==> src/rtl/cla16_add32_scheduler.sv <==
// ---------------------------------------------------------------------------
// cla16_add32_scheduler
//
// Purpose:
//   Shares one external 16-bit carry-lookahead adder between two requesters
//   (port 0: ALU, port 1: branch/address) and runs each 32-bit add/subtract
//   through it in two passes. The low half goes first. The high half follows,
//   using the carry registered from the low pass.
//   Requests are arbitrated round-robin. The request and result sides each use
//   a valid/ready handshake. The carry, overflow and zero flags are registered.
//
// Ports:
//   clk        in   1   system clock, rising edge
//   rst        in   1   synchronous active-low reset
//   req_valid  in   2   per-requester request valid
//   req_ready  out  2   per-requester accept (combinational, IDLE only)
//   req_a0/b0  in  32   requester 0 operands
//   req_a1/b1  in  32   requester 1 operands
//   req_sub    in   2   per-requester op: 1 = a-b, 0 = a+b
//   cla_in1    out 16   shared adder operand 1
//   cla_in2    out 16   shared adder operand 2
//   cla_cin    out  1   shared adder carry in
//   cla_sum    in  16   shared adder sum
//   cla_cout   in   1   shared adder carry out
//   res_valid  out  1   result available
//   res_ready  in   1   consumer accepts result
//   res_id     out  1   requester that owns the result
//   res_sum    out 32   32-bit result
//   res_cout   out  1   carry out of bit 31 (subtract: 1 = no borrow)
//   res_ovf    out  1   signed overflow
//   res_zero   out  1   res_sum == 0
// ---------------------------------------------------------------------------
module cla16_add32_scheduler (
  input  logic        clk,
  input  logic        rst,
  input  logic [1:0]  req_valid,
  output logic [1:0]  req_ready,
  input  logic [31:0] req_a0,
  input  logic [31:0] req_b0,
  input  logic [31:0] req_a1,
  input  logic [31:0] req_b1,
  input  logic [1:0]  req_sub,
  output logic [15:0] cla_in1,
  output logic [15:0] cla_in2,
  output logic        cla_cin,
  input  logic [15:0] cla_sum,
  input  logic        cla_cout,
  output logic        res_valid,
  input  logic        res_ready,
  output logic        res_id,
  output logic [31:0] res_sum,
  output logic        res_cout,
  output logic        res_ovf,
  output logic        res_zero
);

  localparam int NREQ = 2;
  localparam int W    = 32;
  localparam int HW   = W / 2;

  typedef enum logic [1:0] {
    S_IDLE = 2'd0,
    S_LO   = 2'd1,
    S_HI   = 2'd2,
    S_DONE = 2'd3
  } state_t;

  state_t          r_state;
  state_t          w_state_nxt;

  logic [W-1:0]    r_a;
  logic [W-1:0]    r_b;          // already inverted for subtract
  logic            r_cin0;
  logic            r_id;
  logic            r_last_grant;
  logic            r_carry;      // carry out of the low pass
  logic [W-1:0]    r_sum;
  logic            r_cout;
  logic            r_ovf;
  logic            r_zero;

  logic            w_grant;
  logic [NREQ-1:0] w_ready;
  logic            w_accept;
  logic [W-1:0]    w_a_sel;
  logic [W-1:0]    w_b_sel;
  logic            w_sub_sel;

  // Round-robin grant: a lone requester wins, a tie goes to the one not served last.
  always_comb begin
    w_grant = 1'b0;
    case (req_valid)
      2'b01:   w_grant = 1'b0;
      2'b10:   w_grant = 1'b1;
      2'b11:   w_grant = ~r_last_grant;
      default: w_grant = 1'b0;
    endcase
  end

  // Accept handshake and operand selection for the granted requester.
  always_comb begin
    w_ready    = {NREQ{1'b0}};
    w_a_sel    = req_a0;
    w_b_sel    = req_b0;
    w_sub_sel  = req_sub[0];
    if (r_state == S_IDLE) begin
      w_ready[0] = ~w_grant & req_valid[0];
      w_ready[1] =  w_grant & req_valid[1];
    end else begin
      w_ready = {NREQ{1'b0}};
    end
    if (w_grant) begin
      w_a_sel   = req_a1;
      w_b_sel   = req_b1;
      w_sub_sel = req_sub[1];
    end else begin
      w_a_sel   = req_a0;
      w_b_sel   = req_b0;
      w_sub_sel = req_sub[0];
    end
  end

  assign w_accept  = |w_ready;
  assign req_ready = w_ready;

  // Next-state logic for the two-pass sequence.
  always_comb begin
    w_state_nxt = r_state;
    case (r_state)
      S_IDLE: begin
        if (w_accept) begin
          w_state_nxt = S_LO;
        end else begin
          w_state_nxt = S_IDLE;
        end
      end
      S_LO:   w_state_nxt = S_HI;
      S_HI:   w_state_nxt = S_DONE;
      S_DONE: begin
        if (res_ready) begin
          w_state_nxt = S_IDLE;
        end else begin
          w_state_nxt = S_DONE;
        end
      end
      default: w_state_nxt = S_IDLE;
    endcase
  end

  // State register.
  always_ff @(posedge clk) begin
    if (!rst) begin
      r_state <= S_IDLE;
    end else begin
      r_state <= w_state_nxt;
    end
  end

  // Operand capture at accept and result capture from each adder pass.
  always_ff @(posedge clk) begin
    if (!rst) begin
      r_a          <= {W{1'b0}};
      r_b          <= {W{1'b0}};
      r_cin0       <= 1'b0;
      r_id         <= 1'b0;
      r_last_grant <= 1'b1;
      r_carry      <= 1'b0;
      r_sum        <= {W{1'b0}};
      r_cout       <= 1'b0;
      r_ovf        <= 1'b0;
      r_zero       <= 1'b0;
    end else begin
      case (r_state)
        S_IDLE: begin
          if (w_accept) begin
            // Subtract is a + ~b + 1, so the +1 rides in on the low carry-in.
            r_a          <= w_a_sel;
            r_b          <= w_sub_sel ? ~w_b_sel : w_b_sel;
            r_cin0       <= w_sub_sel;
            r_id         <= w_grant;
            r_last_grant <= w_grant;
          end else begin
            r_a <= r_a;
          end
        end
        S_LO: begin
          r_sum[HW-1:0] <= cla_sum;
          r_carry       <= cla_cout;
        end
        S_HI: begin
          r_sum[W-1:HW] <= cla_sum;
          r_cout        <= cla_cout;
          // Overflow: same-sign operands giving a different-sign result.
          r_ovf         <= (r_a[W-1] == r_b[W-1]) && (cla_sum[HW-1] != r_a[W-1]);
          r_zero        <= (cla_sum == {HW{1'b0}}) && (r_sum[HW-1:0] == {HW{1'b0}});
        end
        S_DONE: begin
          r_sum <= r_sum;
        end
        default: begin
          r_sum <= r_sum;
        end
      endcase
    end
  end

  // Drive the shared adder only while a pass is in flight; park it at zero otherwise.
  always_comb begin
    cla_in1 = {HW{1'b0}};
    cla_in2 = {HW{1'b0}};
    cla_cin = 1'b0;
    case (r_state)
      S_LO: begin
        cla_in1 = r_a[HW-1:0];
        cla_in2 = r_b[HW-1:0];
        cla_cin = r_cin0;
      end
      S_HI: begin
        cla_in1 = r_a[W-1:HW];
        cla_in2 = r_b[W-1:HW];
        cla_cin = r_carry;
      end
      default: begin
        cla_in1 = {HW{1'b0}};
        cla_in2 = {HW{1'b0}};
        cla_cin = 1'b0;
      end
    endcase
  end

  assign res_valid = (r_state == S_DONE);
  assign res_id    = r_id;
  assign res_sum   = r_sum;
  assign res_cout  = r_cout;
  assign res_ovf   = r_ovf;
  assign res_zero  = r_zero;

endmodule

==> config.mk <==
export PLATFORM = sky130hd
export DESIGN_NAME = cla16_add32_scheduler
export DESIGN_NICKNAME = d
export VERILOG_FILES = /design/src/rtl/cla16_add32_scheduler.sv
export SDC_FILE = /design/constraint.sdc
export NUM_CORES = 1
export LEC_CHECK = 0
export CORE_AREA = 2 2 124 126
export DETAILED_ROUTE_END_ITERATION = 6
export DIE_AREA = 0 0 126 128
export GPL_TIMING_DRIVEN = 0
export PLACE_DENSITY_LB_ADDON = 0.12
export SYNTH_ARGS = -nofsm -noshare
export SYNTH_HDL_FRONTEND = slang
export SYNTH_SLANG_ARGS = --single-unit
==> constraint.sdc <==
create_clock -name clk -period 1.5 [get_ports clk]
set_input_delay 0.225 -clock clk [delete_from_list [all_inputs] [get_ports clk]]
set_output_delay 0.225 -clock clk [all_outputs]
set_load 0.01 [all_outputs]
==> metrics.csv <==
metric,value,unit
status,"finished, violations left",
failed_checks,negative setup slack,
diodes,0,
end_kind,output port,
crit_buf_inv,3,
crit_type,flip-flop to output port,
syn_area,5923,sq um
synth_seq_area_share,35.49,%
cts-root-buf,clkbuf_16,
rsz0062_at_grt,true,
min_path_type,input port to flip-flop,
drive_above_1_share,24.10,%
vias,5535,
crit_family,buffers and inverters,
synth_top_area_share,35.49,%
synthTopCellsByCount,"dfxtp_1, nand2_1, nor2b_1",
final.setup_skew,0.005372,ns
dp_hpwl,14.32,mm
worstPathRequired,1.27,ns
overflow,0,
p_sw,0.002944,W
seqPwrFrac,36.5,%
slowest_delay,0.36,ns
comb_power_share,37.9,%
cts_tree,done,
grt_pass1_vias,5602,
drcViolationCount,0,
ys_warn_count,0,
cts.path.max_buffers,2,
synth_cells,631,
hold_viol,0,
min_period,1.828,ns
ys_seq_elements,105,
crit_slowest_cell,dfxtp_4,
worst-path-max-fanout,10,
p_leak,4.109,nW
relSlewSlack,73.48,%
avgSynthCellArea,9.387,sq um
synth-edff-count,0,
drv_slew,0,
yosysMostFrequentCell,dfxtp_1,
fin_crit_sh,121.9,%
grt_pass1_wl,29.28,mm
internal_power,0.006440,W
antenna_found_initial,0,
routedWlPerCell,18.28,um
worst_hold_slack,0.3712,ns
synth_area_leaders,"dfxtp_1, mux2i_1, nor2b_1",
powerDensity,978.6,nW/um^2
drv_cap,0,
drtPass1Iterations,4,
final_nets,1043,
pin_count,224,
crit_path_cell_trace,"buf_12, ha_4, buf_12, a22oi_1, nor2b_1, buf_2",
regArea,2111,sq um
fillers,1222,
startpoint_type,flip-flop,
synth-main-ff-cell,dfxtp_1,
p_total,0.009384,W
cts_hold_buf,0,
totalWireLength,19.75,mm
fmax,0.5469,GHz
htreeDepth,3,
cpMostUsedCell,buf_12,
grt_usage,22.79,%
dieArea,16130,sq um
start_util,39.85,%
multiInputGateArea,3767,sq um
synthDistinctLibCells,36,
area_delta_synth_final,61.89,%
worst_skew_pair.late_latency,0.34,ns
setup_viol_count_final,36,
synthesis.nets,787,
grt_max_degree,19,
synthArstFlopShare,0,%
fp-row-count,45,
die_w,126,um
cts.sinks,105,
pwr-share-clk,25.6,%
sw_frac_of_total,31.37,%
setup_ws,-0.3284,ns
viasPerCell,5.125,
port-buffer-count,221,
worstMarginPinSlew,0.3978,ns
place.gp.congestion,0.8636,
yosys.area.top_type,dfxtp_1,
drt_iter0_drc,217,
core-area,14860,sq um
die_h,128,um
peakVddDrop,0.7099,mV
detail-route-antenna-nets,0,
arrival,1.60,ns
cts_made_buffers,9,
clk_pin_slew,0.07,ns
-- routing by layer --
metal	part of all wire [%]	wire (um)	vias to the layer above	global-route usage, %
met5	0	0	-	0
met1	42	8290	2630	27.54
met4	1.8	359	0	7.757
li1	-	-	2707	-
met2	50	9923	174	40.73
met3	5.9	1173	24	4.215
-- sequential cells by signal (all words and copies together) (netlist names), 2 cells and up --
name and flops:
res_sum 32, r_state 2, r_a 32, r_b 32
-- repair_timing --
item                                    4_1_cts  5_1_grt
setup buffers                                 9        7
endpoints found under the setup margin      137      111
pin swaps                                    12        8
gates resized for setup                     255      105
gates cloned                                  1       10
-- layout by cell type (no fill, tap or decap), types with 6 or more instances in the layout --
cell type        instances
clkdlybuf4s50_1        161
nor2b_1                 61
nor2b_2                  6
o211a_1                 35
buf_6                   14
o211ai_2                18
o211ai_1                14
a21boi_0                 7
buf_4                   18
mux2i_2                  8
a21boi_1                25
dlymetal6s2s_1          14
clkbuf_16               20
dfxtp_1                102
xor2_1                  32
mux2i_1                 57
buf_2                   37
xnor2_1                 32
buf_8                   11
a22oi_2                 30
dlygate4sd2_1           10
nand2_1                102
buf_12                  14
-- power groups by stage --
stage	sequential [W]	combinational, W	clock (W)
floorplan	0.00339	0.00159	0
global placement	0.00342	0.00270	0
detailed placement	0.00343	0.00275	0
CTS	0.00340	0.00306	0.00243
global route	0.00346	0.00379	0.00255
finish	0.00343	0.00355	0.00240
-- worst paths after layout --
| path | from | slack (ns) | cells after the start | to |
|---|---|---|---|---|
| hold / removal | req_valid[1] | 0.37 | 3 | r_last_grant |
| hold reg to reg | r_b[11] | 0.48 | 2 | r_b[11] |
| setup / recovery | r_state[0] | -0.33 | 6 | cla_in1[14] |
| setup reg to reg | r_state[0] | -0.05 | 8 | res_zero |
-- worst reg2reg max path, delay by kind of cell (launching register included) --
family	cells	cell delay [ns]
buf+inv	3	0.32
compound gates	1	0.13
flops	1	0.36
simple gates	3	0.42
fa+ha+maj	1	0.24
-- kinds of logic after synthesis --
kind of cell,count (synthesis),synth area share [%]
compound gates,141,20.89
xor+xnor,64,9.463
mux,67,11.32
fa+ha+maj,4,0.8450
flops,105,35.49
buf+inv,62,6.422
simple gates,188,15.57
-- layout make-up --
class	instances	share of cell area, %
Tap cell	188	2.453
Multi-Input combinational cell	464	39.29
Inverter	3	0.1696
Clock buffer	9	2.349
Clock inverter	7	0.8090
Sequential cell	105	22.01
Buffer	56	6.746
Timing Repair Buffer	248	26.17
-- stage by stage --
stage                     cell area [sq um]  setup slack [ns]  util (%)  cells  TNS [ns]
final                                  9589           -0.3284     64.51   1080    -9.908
after global routing                   9589           -0.3903     64.51   1080    -12.41
after detailed placement               8377           -0.8472     56.36   1040    -60.46
after floorplan                        5929          0.004938         -    631         0
after CTS                              8960           -0.3327     60.28   1065    -10.27
after global placement                 8377           -0.8210     56.36   1040    -54.27
No activity file was read; power rests on OpenSTA's default activity.
